### src/rtl/alu_pkg.sv
// Shared types for the alu write-back slice: condition codes,
// flag bit positions and the buffered write-back entry.
package alu_pkg;

    localparam int DATA_W = 32;
    localparam int REG_W  = 4;

    localparam int FLAG_N = 3;
    localparam int FLAG_Z = 2;
    localparam int FLAG_C = 1;
    localparam int FLAG_V = 0;

    typedef enum logic [3:0] {
        COND_EQ = 4'h0,
        COND_NE = 4'h1,
        COND_CS = 4'h2,
        COND_CC = 4'h3,
        COND_MI = 4'h4,
        COND_PL = 4'h5,
        COND_VS = 4'h6,
        COND_VC = 4'h7,
        COND_HI = 4'h8,
        COND_LS = 4'h9,
        COND_GE = 4'ha,
        COND_LT = 4'hb,
        COND_GT = 4'hc,
        COND_LE = 4'hd,
        COND_AL = 4'he
    } cond_e;

    typedef enum logic [1:0] {
        ALU_ADD = 2'b00,
        ALU_SUB = 2'b01,
        ALU_AND = 2'b10,
        ALU_OR  = 2'b11
    } alu_ctrl_e;

    typedef struct packed {
        logic [DATA_W-1:0] result;
        logic [REG_W-1:0]  rd;
        logic              we;
        logic              condex;
    } wb_entry_t;

endpackage

### src/rtl/cond_check.sv
// Combinational ARM-style condition evaluation against NZCV.
// Code 4'hF has no dedicated meaning here and behaves like AL.
module cond_check
    import alu_pkg::*;
(
    input  logic [3:0] cond_i,
    input  logic [3:0] flags_i,
    output logic       condex_o
);

    logic n;
    logic z;
    logic c;
    logic v;

    assign n = flags_i[FLAG_N];
    assign z = flags_i[FLAG_Z];
    assign c = flags_i[FLAG_C];
    assign v = flags_i[FLAG_V];

    always_comb begin
        condex_o = 1'b1;
        unique case (cond_i)
            COND_EQ: condex_o = z;
            COND_NE: condex_o = ~z;
            COND_CS: condex_o = c;
            COND_CC: condex_o = ~c;
            COND_MI: condex_o = n;
            COND_PL: condex_o = ~n;
            COND_VS: condex_o = v;
            COND_VC: condex_o = ~v;
            COND_HI: condex_o = c & ~z;
            COND_LS: condex_o = ~c | z;
            COND_GE: condex_o = (n == v);
            COND_LT: condex_o = (n != v);
            COND_GT: condex_o = ~z & (n == v);
            COND_LE: condex_o = z | (n != v);
            default: condex_o = 1'b1;
        endcase
    end

endmodule

### src/rtl/alu_writeback_stage.sv
// Post-alu stage: owns the NZCV register, qualifies write-back by
// condition code and feeds the register file via a 2-entry skid buffer.
module alu_writeback_stage
    import alu_pkg::*;
#(
    parameter int WIDTH = DATA_W,
    parameter int RADDR = REG_W
) (
    input  logic             clk,
    input  logic             reset,
    input  logic             in_valid,
    output logic             in_ready,
    input  logic [WIDTH-1:0] Result,
    input  logic [3:0]       ALUFlags,
    input  logic [3:0]       Cond,
    input  logic [1:0]       FlagWrite,
    input  logic             RegWrite,
    input  logic [RADDR-1:0] Rd,
    output logic             out_valid,
    input  logic             out_ready,
    output logic [WIDTH-1:0] out_result,
    output logic [RADDR-1:0] out_rd,
    output logic             out_we,
    output logic             out_condex,
    output logic [3:0]       Flags
);

    logic [3:0] flags_q;
    logic [3:0] flags_d;
    logic [1:0] count_q;
    logic [1:0] count_d;
    logic       rdy_q;
    logic       rdy_d;
    wb_entry_t  head_q;
    wb_entry_t  head_d;
    wb_entry_t  tail_q;
    wb_entry_t  tail_d;
    wb_entry_t  in_entry;
    logic       condex;
    logic       accept;
    logic       pop;

    cond_check u_cond (
        .cond_i   (Cond),
        .flags_i  (flags_q),
        .condex_o (condex)
    );

    // Ready comes from a register so out_ready never reaches in_ready.
    assign in_ready  = rdy_q & ~reset;
    assign accept    = in_valid & in_ready;
    assign out_valid = (count_q != 2'd0);
    assign pop       = out_valid & out_ready;

    always_comb begin
        in_entry.result = Result;
        in_entry.rd     = Rd;
        in_entry.we     = RegWrite & condex;
        in_entry.condex = condex;
    end

    always_comb begin
        flags_d = flags_q;
        if (accept && condex) begin
            if (FlagWrite[1]) begin
                flags_d[FLAG_N] = ALUFlags[FLAG_N];
                flags_d[FLAG_Z] = ALUFlags[FLAG_Z];
            end
            if (FlagWrite[0]) begin
                flags_d[FLAG_C] = ALUFlags[FLAG_C];
                flags_d[FLAG_V] = ALUFlags[FLAG_V];
            end
        end
    end

    always_comb begin
        head_d  = head_q;
        tail_d  = tail_q;
        count_d = count_q;
        case (count_q)
            2'd0: begin
                if (accept) begin
                    head_d  = in_entry;
                    count_d = 2'd1;
                end
            end
            2'd1: begin
                if (accept && pop) begin
                    head_d = in_entry;
                end else if (accept) begin
                    tail_d  = in_entry;
                    count_d = 2'd2;
                end else if (pop) begin
                    count_d = 2'd0;
                end
            end
            default: begin
                if (pop) begin
                    head_d  = tail_q;
                    count_d = 2'd1;
                end
            end
        endcase
        rdy_d = (count_d < 2'd2);
    end

    always_ff @(posedge clk) begin
        if (reset) begin
            flags_q <= '0;
            count_q <= '0;
            rdy_q   <= 1'b0;
            head_q  <= '0;
            tail_q  <= '0;
        end else begin
            flags_q <= flags_d;
            count_q <= count_d;
            rdy_q   <= rdy_d;
            head_q  <= head_d;
            tail_q  <= tail_d;
        end
    end

    // An empty buffer keeps showing the last head but never writes.
    assign out_result = head_q.result;
    assign out_rd     = head_q.rd;
    assign out_we     = head_q.we & out_valid;
    assign out_condex = head_q.condex;
    assign Flags      = flags_q;

endmodule

### config.mk
export PLATFORM = sky130hd
export DESIGN_NAME = alu_writeback_stage
export DESIGN_NICKNAME = d
export VERILOG_FILES = /design/src/rtl/alu_pkg.sv /design/src/rtl/cond_check.sv /design/src/rtl/alu_writeback_stage.sv
export SDC_FILE = /design/constraint.sdc
export NUM_CORES = 1
export LEC_CHECK = 0
export CORE_ASPECT_RATIO = 1.1
export CORE_UTILIZATION = 51
export CTS_BUF_LIST = sky130_fd_sc_hd__clkbuf_2 sky130_fd_sc_hd__clkbuf_4 sky130_fd_sc_hd__clkbuf_8
export DETAILED_ROUTE_END_ITERATION = 7
export GPL_TIMING_DRIVEN = 1
export PLACE_DENSITY = 0.91
export RECOVER_POWER = 100
export SLEW_MARGIN = 20
export SYNTH_ARGS = -nofsm -noshare
export SYNTH_HDL_FRONTEND = slang
export SYNTH_SLANG_ARGS = --single-unit
### constraint.sdc
create_clock -name clk -period 2.25 [get_ports clk]
set_input_delay 0.45 -clock clk [delete_from_list [all_inputs] [get_ports clk]]
set_output_delay 0.45 -clock clk [all_outputs]
set_load 0.05 [all_outputs]
==> reports/metrics.yaml <==
status: "completed"
yosysTopAreaCell: "dfxtp_1"
cts_tree: "built"
p_leak_uw: 0.00166
start_util_pct: 52.9
syn_inst: 427
drt-pass1-iter-count: 4
top_usage_layer: "met2"
synth_top_area_share_pct: 44.6
ios: 95
rrSetupSlack_ps: 230
synth_xor_area_share_pct: 0.906
synth_area_mm2: 0.00373
coreArea_mm2: 0.00705
worstHoldPathCells: 2
crit_chain: "clkdlybuf4s50_1, mux4_2, xnor2_2, nor2_4, o311ai_4, mux2_1"
numClockSinks: 83
synth_edf_count: 0
setup_viol: 0
ys_types: 34
gr-usage-met2_pct: 40.6
r2r-start: "count_q[1]"
muxShareOfSynthArea_pct: 11.7
antenna_found_initial: 0
max_slew.worst_pin.slew_ps: 655
fin_crit_ps: 2200
place_area_mm2: 0.00456
min_to: "count_q[0]"
power_density_mw_per_mm2: 656
ys.warnings.count: 0
via_per_inst: 5.39
cts_buffer_depth: 2
reg2reg_to: "out_result[4]"
holdBufCountCts: 0
timing.slew.headroom_pct: 56.3
arrival_ps: 2430
max_freq_mhz: 454
io_buffers: 94
cpPeakStageDelay_ps: 540
hold_path_class: "in -> reg"
fin_area_mm2: 0.00470
fin_cells: 571
wl_per_cell_um: 13.9
synth_compound_area_share_pct: 16.4
synth-simple-area-share_pct: 15.4
grtUsageMet1_pct: 24.5
finalCritPeriodShare_pct: 97.9
ys_seq_area_share_pct: 44.6
synth_top_family_by_area: "compound AO/OA/AOI/OAI gates"
nNetsFinal: 532
finalPower_uw: 3090
drt-total-wl_mm: 7.95
drt_iter0_markers: 106
drc: 0
grt_pass1_vias: 3058
drive_gt1_share_pct: 8.44
yosys_register_bits: 83
worst_ep_required_time_ps: 2480
synthesis.nets: 478
postCtsSetupBuffers: 0
grt_use_met3_pct: 3.87
crit_fanout: 3
ys.flop_type: "dfxtp_1"
grt_overflow: 0
die-height_um: 91.7
holdWs_ps: 372
die-area_mm2: 0.00765
grt_use_total_pct: 22.0
clock_latency_ps: 350
async_reset_ff_share_pct: 0
grt_start_max_net_pins: 51
worstRegToRegCells: 5
antennaDiodeCount: 0
area_delta_synth_final_pct: 26.2
ys_top_cells_by_area: "dfxtp_1, mux2i_1, nand2_1, a211oi_1, buf_4"
holdCritStartpoint: "reset"
cp-start-kind: "primary input"
hpwl_mm: 5.62
ant_nets: 0
row_count: 32
drv_slew: 0
ctsHtreeMaxLevel: 3
final_hold_viol_count: 0
filler_cell_count: 580
cts_inserted_buffers: 9
root_buffer: "clkbuf_8"
cp-end-kind: "flip-flop"
critPathKind: "in -> reg"
peakVddDrop_v: 0.000465
fin_skew_ps: 10.6
finalWeightedCongestion: 0.803
clkSlewWorstSetupHoldPaths_ps: 80
dr_total_vias: 3079
dp.cells: 555
syn_avg_cell_area_um2: 8.73
crit_slowest_cell: "mux4_2"
grt_pass1_wl_mm: 13.6
die_x_um: 83.5
synth_fa_ha_area_share_pct: 0
drv_cap: 0
[where the power goes]
group | switching [uW] | leakage, uW | internal (uW)
registers | 23.4 | 0.000674 | 1510
clock network | 533 | 0.0000950 | 509
logic | 304 | 0.000888 | 203
total | 860 | 0.00166 | 2230
[cells in the final DEF (no fill, tap or decap), types with 2 or more instances in the layout]
cell             Yosys  layout
nor2b_1              6       6
clkdlybuf4s50_1      0      48
a21oi_1             37      37
dlygate4sd3_1        0      42
clkinv_2             0       3
a31oi_1              2       2
o21ai_0              4       4
dfxtp_1             83      83
clkbuf_2             0       2
buf_2                7       2
inv_1                3       3
clkbuf_8             0       9
clkinvlp_4           0       2
mux2i_1             37      37
nand2_1             76      76
clkbuf_1            18       3
a211oi_1            37      37
buf_4               36       9
nor3_2               2       2
buf_12               0       3
nor2_1              45      45
nand2b_1             2       2
xnor2_1              2       2
mux2_1               4       4
nand3b_1             3       3
o311ai_4             2       2
[cell type report]
cell class	count	area (um2)	area share (%)
multi-input cells	274	1660	35.4
clock inverters	7	68.8	1.46
flip-flops and latches	83	1660	35.3
inverters	3	11.3	0.239
repair buffers	110	1070	22.7
well taps	85	106	2.26
clock buffers	9	124	2.63
[Yosys cell counts, types with 2 or more instances]
library cell / count
buf_1: 6
buf_2: 7
nand2b_1: 2
inv_1: 3
o21ai_0: 4
mux2i_1: 37
a211oi_1: 37
nor2_2: 2
o311ai_4: 2
nor3_2: 2
a31oi_1: 2
nor2_1: 45
nor2b_1: 6
nand2_1: 76
xnor2_1: 2
nand3b_1: 3
clkbuf_1: 18
a21oi_1: 37
dfxtp_1: 83
buf_4: 36
mux2_1: 4
[critical path, delay by kind of cell]
family | cells | cell delay, ps
buffers and inverters | 1 | 510
AO/OA/AOI/OAI | 1 | 270
XOR/XNOR | 1 | 210
multiplexers | 2 | 900
AND/OR/NAND/NOR | 1 | 80
[per-layer routing]
metal,share of wire (%),vias to the layer above
met4,2.7,0
li1,-,1530
met1,41,1455
met2,53,75
met5,0,-
met3,3.2,19
[through the flow]
step                      worst slack [ps]  utilization, %  setup TNS, ps
after global placement                -254            64.7          -1600
after CTS                             14.3            67.4              0
after global routing                 -2.19            66.7          -2.73
after floorplan                        238               -              0
final                                 47.7            66.7              0
after detailed placement              -323            64.7          -2150
[worst max path at each step]
stage / start / end / slack [ps] / depth (start not counted)
detailed placement: Cond[1] / Flags[2] / -320 / 6
floorplan: Flags[0] / Flags[0] / 240 / 5
CTS: Cond[1] / Flags[2] / 10 / 6
finish: Cond[1] / Flags[2] / 50 / 6
global placement: Cond[1] / Flags[3] / -250 / 6
global route: Cond[1] / Flags[2] / -2 / 6
[cells by family after synthesis]
group	count (synthesis)
AND/OR/NAND/NOR	139
AO/OA/AOI/OAI	90
flip-flops	83
buffers and inverters	70
multiplexers	42
XOR/XNOR	3
[sequential cells by signal, summed over array words and instances, names as in the netlist]
signal / flops
count_q: 2
Flags: 4
rdy_q: 1
out_rd: 4
out_result: 32
out_condex: 1
tail_q: 38
head_q: 1
[timing repair]
action / CTS / global route
gates resized for setup: 0 / 1
hold endpoints to repair: 0 / 0
endpoints found under the setup margin: 0 / 6
Note: power is estimated with default switching activity, not from simulation.
